==> src/rtl/rf_wbck_ctrl_pkg.sv <==
// Shared writeback-path definitions: data/index widths, source encoding and
// the writeback request payload.
package rf_wbck_ctrl_pkg;

    localparam int unsigned XLEN        = 32;
    localparam int unsigned RFIDX_WIDTH = 5;
    localparam int unsigned RFREG_NUM   = 32;

    typedef enum logic {
        WB_SRC_ALU = 1'b0,
        WB_SRC_LSU = 1'b1
    } wb_src_e;

    typedef struct packed {
        logic [RFIDX_WIDTH-1:0] idx;
        logic [XLEN-1:0]        dat;
    } wb_req_t;

    // One-hot register mask for a register index.
    function automatic logic [RFREG_NUM-1:0] idx_onehot(input logic [RFIDX_WIDTH-1:0] idx);
        return RFREG_NUM'(1) << idx;
    endfunction

endpackage

==> src/rtl/rf_scoreboard.sv <==
// Per-register busy scoreboard: tracks in-flight writes, raises the dispatch
// stall on RAW/WAW hazards and flags writebacks to registers that are not busy.
module rf_scoreboard
    import rf_wbck_ctrl_pkg::*;
(
    input  logic                   clk,
    input  logic                   rst,
    input  logic                   disp_valid,
    input  logic                   disp_rd_wen,
    input  logic [RFIDX_WIDTH-1:0] disp_rd_idx,
    input  logic [RFIDX_WIDTH-1:0] disp_rs1_idx,
    input  logic [RFIDX_WIDTH-1:0] disp_rs2_idx,
    input  logic                   clr_en,
    input  logic [RFIDX_WIDTH-1:0] clr_idx,
    input  logic                   xfer_en,
    input  logic [RFIDX_WIDTH-1:0] xfer_idx,
    output logic [RFREG_NUM-1:0]   busy,
    output logic                   disp_stall,
    output logic                   wb_err
);

    logic                 set_en;
    logic [RFREG_NUM-1:0] busy_nxt;
    logic                 wb_err_nxt;

    // Hazard check uses registered busy only; no writeback bypass.
    always_comb begin
        disp_stall = disp_valid & (busy[disp_rs1_idx] | busy[disp_rs2_idx] |
                                   (disp_rd_wen & busy[disp_rd_idx]));
        set_en     = disp_valid & ~disp_stall & disp_rd_wen & (disp_rd_idx != '0);
    end

    // Clear first so that a same-index set takes precedence; x0 never busy.
    always_comb begin
        busy_nxt = busy;
        if (clr_en) begin
            busy_nxt = busy_nxt & ~idx_onehot(clr_idx);
        end
        if (set_en) begin
            busy_nxt = busy_nxt | idx_onehot(disp_rd_idx);
        end
        busy_nxt[0] = 1'b0;
    end

    always_comb begin
        wb_err_nxt = wb_err | (xfer_en & (xfer_idx != '0) & ~busy[xfer_idx]);
    end

    always_ff @(posedge clk) begin
        if (rst) begin
            busy   <= '0;
            wb_err <= 1'b0;
        end else begin
            busy   <= busy_nxt;
            wb_err <= wb_err_nxt;
        end
    end

endmodule

==> src/rtl/rf_wbck_ctrl.sv <==
// Register-file writeback controller: round-robin arbitration of ALU and LSU
// writebacks onto the single RF write port, plus the busy scoreboard.
module rf_wbck_ctrl
    import rf_wbck_ctrl_pkg::*;
(
    input  logic                   clk,
    input  logic                   rst,
    input  logic                   alu_wb_valid,
    output logic                   alu_wb_ready,
    input  logic [RFIDX_WIDTH-1:0] alu_wb_idx,
    input  logic [XLEN-1:0]        alu_wb_dat,
    input  logic                   lsu_wb_valid,
    output logic                   lsu_wb_ready,
    input  logic [RFIDX_WIDTH-1:0] lsu_wb_idx,
    input  logic [XLEN-1:0]        lsu_wb_dat,
    input  logic                   disp_valid,
    input  logic                   disp_rd_wen,
    input  logic [RFIDX_WIDTH-1:0] disp_rd_idx,
    input  logic [RFIDX_WIDTH-1:0] disp_rs1_idx,
    input  logic [RFIDX_WIDTH-1:0] disp_rs2_idx,
    output logic                   disp_stall,
    output logic                   wbck_dest_wen,
    output logic [RFIDX_WIDTH-1:0] wbck_dest_idx,
    output logic [XLEN-1:0]        wbck_dest_dat,
    output logic [RFREG_NUM-1:0]   sb_busy,
    output logic                   wb_err
);

    wb_src_e last_grant;
    wb_src_e last_grant_nxt;
    logic    xfer;
    wb_req_t xfer_req;

    // Grant pointer register.
    always_ff @(posedge clk) begin
        if (rst) begin
            last_grant <= WB_SRC_LSU;
        end else begin
            last_grant <= last_grant_nxt;
        end
    end

    // Pointer moves only on a transfer, to the source that was granted.
    always_comb begin
        last_grant_nxt = last_grant;
        if (alu_wb_ready) begin
            last_grant_nxt = WB_SRC_ALU;
        end else if (lsu_wb_ready) begin
            last_grant_nxt = WB_SRC_LSU;
        end
    end

    // Grant decode: a sole requester always wins, a tie goes to the other side.
    always_comb begin
        alu_wb_ready = alu_wb_valid & (~lsu_wb_valid | (last_grant == WB_SRC_LSU));
        lsu_wb_ready = lsu_wb_valid & (~alu_wb_valid | (last_grant == WB_SRC_ALU));
        xfer         = alu_wb_ready | lsu_wb_ready;
        xfer_req     = alu_wb_ready ? wb_req_t'{idx: alu_wb_idx, dat: alu_wb_dat}
                                    : wb_req_t'{idx: lsu_wb_idx, dat: lsu_wb_dat};
    end

    // Output stage; writes to x0 are accepted but never enable the RF port.
    always_ff @(posedge clk) begin
        if (rst) begin
            wbck_dest_wen <= 1'b0;
            wbck_dest_idx <= '0;
            wbck_dest_dat <= '0;
        end else begin
            wbck_dest_wen <= xfer & (xfer_req.idx != '0);
            if (xfer) begin
                wbck_dest_idx <= xfer_req.idx;
                wbck_dest_dat <= xfer_req.dat;
            end
        end
    end

    rf_scoreboard u_scoreboard (
        .clk          (clk),
        .rst          (rst),
        .disp_valid   (disp_valid),
        .disp_rd_wen  (disp_rd_wen),
        .disp_rd_idx  (disp_rd_idx),
        .disp_rs1_idx (disp_rs1_idx),
        .disp_rs2_idx (disp_rs2_idx),
        .clr_en       (wbck_dest_wen),
        .clr_idx      (wbck_dest_idx),
        .xfer_en      (xfer),
        .xfer_idx     (xfer_req.idx),
        .busy         (sb_busy),
        .disp_stall   (disp_stall),
        .wb_err       (wb_err)
    );

endmodule
==> config.mk <==
export PLATFORM = sky130hd
export DESIGN_NAME = rf_wbck_ctrl
export DESIGN_NICKNAME = d
export VERILOG_FILES = /design/src/rtl/rf_wbck_ctrl_pkg.sv /design/src/rtl/rf_scoreboard.sv /design/src/rtl/rf_wbck_ctrl.sv
export SDC_FILE = /design/constraint.sdc
export NUM_CORES = 1
export LEC_CHECK = 0
export BUFFER_PORTS_ARGS = -buffer_cell sky130_fd_sc_hd__buf_4
export CAP_MARGIN = 10
export CELL_PAD_IN_SITES_DETAIL_PLACEMENT = 1
export CELL_PAD_IN_SITES_GLOBAL_PLACEMENT = 2
export CORE_MARGIN = 8
export CORE_UTILIZATION = 29
export CTS_CLUSTER_SIZE = 14
export DETAILED_ROUTE_END_ITERATION = 8
export GPL_ROUTABILITY_DRIVEN = 0
export MAX_ROUTING_LAYER = met4
export PLACE_DENSITY = 0.95
export SLEW_MARGIN = 10
export SYNTH_ARGS = -nofsm -noshare
export SYNTH_HDL_FRONTEND = slang
export SYNTH_SLANG_ARGS = --single-unit
export TNS_END_PERCENT = 20
==> constraint.sdc <==
create_clock -name clk -period 3.2 [get_ports clk]
set_input_delay 0.32 -clock clk [delete_from_list [all_inputs] [get_ports clk]]
set_output_delay 0.32 -clock clk [all_outputs]
set_load 0.01 [all_outputs]
Yosys cells after proc, flatten, opt, wreduce, memory -nomap -nowiden:

Cells that the tools add are included.

* flip-flop bits (word level): 72
* input port bits: 95
* output and inout bits: 74
* word-level logic and storage cells: 52

* magnitude comparators: 4
* shifts and indexed selects: 2
* multiplexer cells: 13
* bitwise gates (word level): 23
* reduce and logical (&&, ||, !) cells: 3

Operators with widths (number)
* 32-bit two-way mux: 2
* 1-bit by 5-bit << shifter with 32-bit output (first input constant): 2
* 37-bit two-way mux: 1
* 32-bit AND: 1
* 32-bit NOT: 1
* 32-bit bitwise OR: 1
* 5-bit by 6-bit less-than comparator with 1-bit output (second input constant): 4
* 1-bit binary-select mux with 5-bit select: 4
* 5-bit nonzero test: 2
* 1-bit AND: 9
* 1-bit two-way mux: 6
* 1-bit bitwise OR: 6
* 1-bit NOT: 5
* 2-bit nonzero test: 1

Longest topological paths before layout:

* word-level depth: 10
* gate-level depth with buffers: 9
* gate-level depth less buffers: 8

Modules after synthesis:

A second synthesis with hierarchy kept.

* cell total of the unflattened synthesis: 556
* area, all modules: 4899.7 um^2

Modules (own cells, without submodules)
* rf_scoreboard: times used 1, cells an instance 291, area an instance 2717.6 um^2, sequential area each 640.6 um^2
* rf_wbck_ctrl: times used 1, cells an instance 265, area an instance 2182.1 um^2, sequential area each 780.7 um^2

Worst setup path before layout:

OpenSTA, ideal clock, no wires.

* path type: input to output
* from: input port disp_rd_idx[0]
* to: output port disp_stall
* data arrival time: 2.040 ns
* data required time: 2.880 ns
* path slack: 0.840 ns
* stages: 9
* cells stage by stage: buf_2 > buf_2 > mux4_2 > nor2_1 > a21oi_1 > nand4_1 > nand4_2 > clkbuf_1 > and2_1

* cells in the longest elaborated chain, start to end: 5

Ends and longest elaborated chain
* start, declared: RTL line rf_wbck_ctrl.sv:18 `input logic [RFIDX_WIDTH-1:0] disp_rd_idx,`
* 1-bit binary-select mux with 5-bit select: RTL line rf_scoreboard.sv:29 `(disp_rd_wen & busy[disp_rd_idx]));`
* 1-bit two-way mux (implied by the code): RTL line rf_scoreboard.sv:29
* 1-bit AND: RTL line rf_scoreboard.sv:29
* 1-bit bitwise OR: RTL line rf_scoreboard.sv:28 `disp_stall = disp_valid & (busy[disp_rs1_idx] | busy[disp_rs2_idx] |`
* 1-bit AND: RTL line rf_scoreboard.sv:28
* end, declared: RTL line rf_wbck_ctrl.sv:21 `output logic disp_stall,`

No other way between the ends. The select of a mux whose other input is x is not followed.

Final worst setup path:

* from: register u_scoreboard.busy[16]
* to: output port disp_stall

* cells in the longest elaborated chain, start to end: 5
* elaborated cells between the ends (all ways): 10
* those cells by class: mux: 6; bitwise: 4

Ends and longest elaborated chain
* start, declared: RTL line rf_scoreboard.sv:17 `output logic [RFREG_NUM-1:0] busy,`
* start signal, assigned: RTL line rf_scoreboard.sv:54 `busy <= busy_nxt;`
* 1-bit binary-select mux with 5-bit select, on equally long branches: RTL line rf_scoreboard.sv:28, rf_scoreboard.sv:29
* 1-bit two-way mux, on equally long branches: RTL line rf_scoreboard.sv:28, rf_scoreboard.sv:29
* 1-bit bitwise OR or 1-bit AND (tied branches): RTL line rf_scoreboard.sv:28, rf_scoreboard.sv:29
* 1-bit bitwise OR (*): RTL line rf_scoreboard.sv:28
* 1-bit AND (*): RTL line rf_scoreboard.sv:28

Every way passes the cells marked *; elsewhere a longest branch is shown, timed or not. The select of a mux whose other input is x is not followed.

==> flow_summary.ini <==
[layout]
layout_common_cells = buf_4, nor2_1, dfxtp_1
drive_gt1_share_pct = 33.38
layout_commonest_cell = buf_4
stdcell_count = 849
areaGrowthSynthToFinish_pct = 39.07
nNetsFinal = 755
fillers = 1752
diodes = 0

[clock_network]
ctsHoldBuffers = 0
worstSkewPairLatency_ns = 0.33
cts_tree = built
cts_buffer_depth = 2
clkSinkCount = 71
cts_root_buf = clkbuf_16
clk_pin_slew_ns = 0.06
postCtsSetupRepairBufs = 0
cts_buffers = 9
cts-resized-gates = 0
htreeDepth = 3

[global_route]
grt_overflow = 0
grt_max_degree = 41
grt_pass1_vias = 5205
grt_use_total_pct = 20.77
grt_pass1_wl_um = 29080
antenna_found_initial = 0

[critical_path]
crit_slowest_cell = mux4_2
crit_family = simple AND/OR/NAND/NOR gates
crit_path_max_fanout = 14
critical_path_class = reg -> out
start_kind = flop
crit_required_ns = 2.88
critPathCaptureType = output pin
arrival_ns = 2.62
worstPathCellList = mux4_2 -> nor2b_4 -> a211oi_2 -> a21oi_1 -> mux2i_1 -> nand4_2 -> and2_1 -> buf_4
critical_path_buf_inv_count = 1
cp_slowest_stage_delay_ns = 0.48

[yosys]
async_flop_share_pct = 0
yosysWarnings = 0
synth_top_area_share_pct = 33.65
ys_top_cells_by_area = dfxtp_1, mux4_2, nor2_1, nand3_1, mux2i_1
avgSynthCellArea_um2 = 8.218
yosysTopAreaCell = dfxtp_1
synth.net_count = 609
yosys_register_bits = 71
synth_cell_types = 53
synthCells = 514
syn_area_um2 = 4224
yosysSeqAreaShare_pct = 33.65
synth_edf_count = 0
dominantRegCellSynth = dfxtp_1

[timing]
setup-violations-final = 0
hold_violations = 0
clock_skew_ns = 0.005407
drv_slew = 0
max_freq_ghz = 0.3403
slew_headroom_pct = 51.20
post-route-period-util_pct = 91.82
setup-tns-final_ns = 0
rsz0062_at_grt = false
tightest_slew_ns = 0.7320
final.min_clock_period_ns = 2.938

[power]
power.share.switching_pct = 28.82
p_seq_share_pct = 40.3
peakVddDrop_v = 0.0002635
p_leak_nw = 2.438
clkPwrFrac_pct = 39.7
p_int_w = 0.001721
power_frac_comb_pct = 20.0
powerDensity_nw_per_um2 = 411.5
p_switching_w = 0.0006966

[drt]
drt_wl_total_um = 19200
wl_per_cell_um = 22.61
drtAntennaViolNets = 0
via_per_inst = 5.757
dr.pass1.iters = 5
drt_iter0_drc = 311
num_vias = 4888
drcViolationCount = 0

[place]
dp_hpwl_um = 14560
numPlacedInstances = 833
io_buffers = 167

[floorplanning]
core_um2 = 14370
rows = 44
die_x_um = 136.7
die_area_um2 = 18680
start_util_pct = 29.40
io_pins = 169
die_y_um = 136.7

[status]
outcome = finished, final reports clean

[worst_hold_path]
min_path_type = in -> reg

[flow_run]
max_cap_viol_count = 0
## per-stage QoR
step	util, %	setup WS [ns]	hold WS (ns)	total power, W	area (um2)
floorplan	-	0.8401	0.4614	0.001227	4224
global placement	38.90	0.5445	0.4716	0.001457	5589
detailed placement	38.90	0.3543	0.4824	0.001475	5589
CTS	40.88	0.2791	0.2559	0.002433	5874
global route	40.88	0.1670	0.2748	0.002523	5874
finish	40.88	0.2618	0.2599	0.002417	5874
## layer usage
metal | vias to the layer above | global-route usage [%] | wire length [um]
li1 | 2191 | - | -
met1 | 2378 | 22.50 | 7289
met2 | 254 | 33.23 | 9082
met3 | 65 | 7.893 | 2094
met4 | 0 | 9.457 | 728
met5 | - | - | 0
## cell families (layout without fill, tap and decap cells)
family	count (synthesis)	count (layout)	synth area share, %
AO/OA/AOI/OAI	88	88	15.17
buffers and inverters	46	197	4.769
flip-flops	71	71	33.65
multiplexers	46	46	17.27
other	1	1	0.08878
AND/OR/NAND/NOR	262	262	29.06
## worst register-to-register path: cells and delay by family, from the launching register on
family	cells	cell delay, ns
AO/OA/AOI/OAI	3	0.70
multiplexers	2	0.67
AND/OR/NAND/NOR	2	0.50
flip-flops	1	0.39
buffers and inverters	1	0.35
## sequential cells by signal (all words and copies together), names as in the netlist
name,cells
wbck_dest_dat,32
u_scoreboard.busy,31
wbck_dest_idx,5
last_grant,1
u_scoreboard.wb_err,1
wbck_dest_wen,1
## worst paths after layout
| kind | slack [ns] | start | cells after the start | to |
|---|---|---|---|---|
| worst max-delay path | 0.26 | u_scoreboard.busy[16]$_SDFF_PP0_ | 8 | disp_stall |
| worst min-delay path | 0.26 | lsu_wb_dat[3] | 3 | wbck_dest_dat[3]$_SDFFE_PP0P_ |
| worst max register to register | 0.45 | u_scoreboard.busy[16]$_SDFF_PP0_ | 8 | u_scoreboard.busy[10]$_SDFF_PP0_ |
| worst min register to register | 0.49 | wbck_dest_dat[3]$_SDFFE_PP0P_ | 2 | wbck_dest_dat[3]$_SDFFE_PP0P_ |
## cells in the mapped netlist (all sizes together) (2+ instances only)
library cell and n:
a211oi 7, a21boi 2, a21oi 5, a311oi 5, a31oi 3, and2 3, and3 3, buf 13
clkbuf 27, dfxtp 71, inv 5, mux2 5, mux2i 20, mux4 21, nand2 44, nand2b 4
nand3 41, nand3b 4, nand4 2, nor2 110, nor2b 7, nor3 6, nor3b 4, nor4 29
o211ai 19, o21ai 17, o31ai 9, o41ai 9, or2 2
## final cells by class
cell class | instances | area [um2] | share of cell area, %
flip-flops and latches | 71 | 1421 | 24.20
clock inverters | 4 | 28.78 | 0.4899
clock buffers | 12 | 256.5 | 4.366
repair buffers | 175 | 1314 | 22.36
well taps | 184 | 230.2 | 3.919
inverters | 6 | 22.52 | 0.3834
multi-input cells | 397 | 2601 | 44.28
## power by group through the flow
stage          sequential [W]  combinational, W  clock [W]
3_5_place_dp         0.000991          0.000484          0
4_1_cts              0.000973          0.000486   0.000974
5_1_grt              0.000979          0.000522    0.00102
6_report             0.000973          0.000484   0.000960
2_1_floorplan        0.000997          0.000230          0
3_3_place_gp         0.000987          0.000470          0
Power figures use the tool's default switching activity.
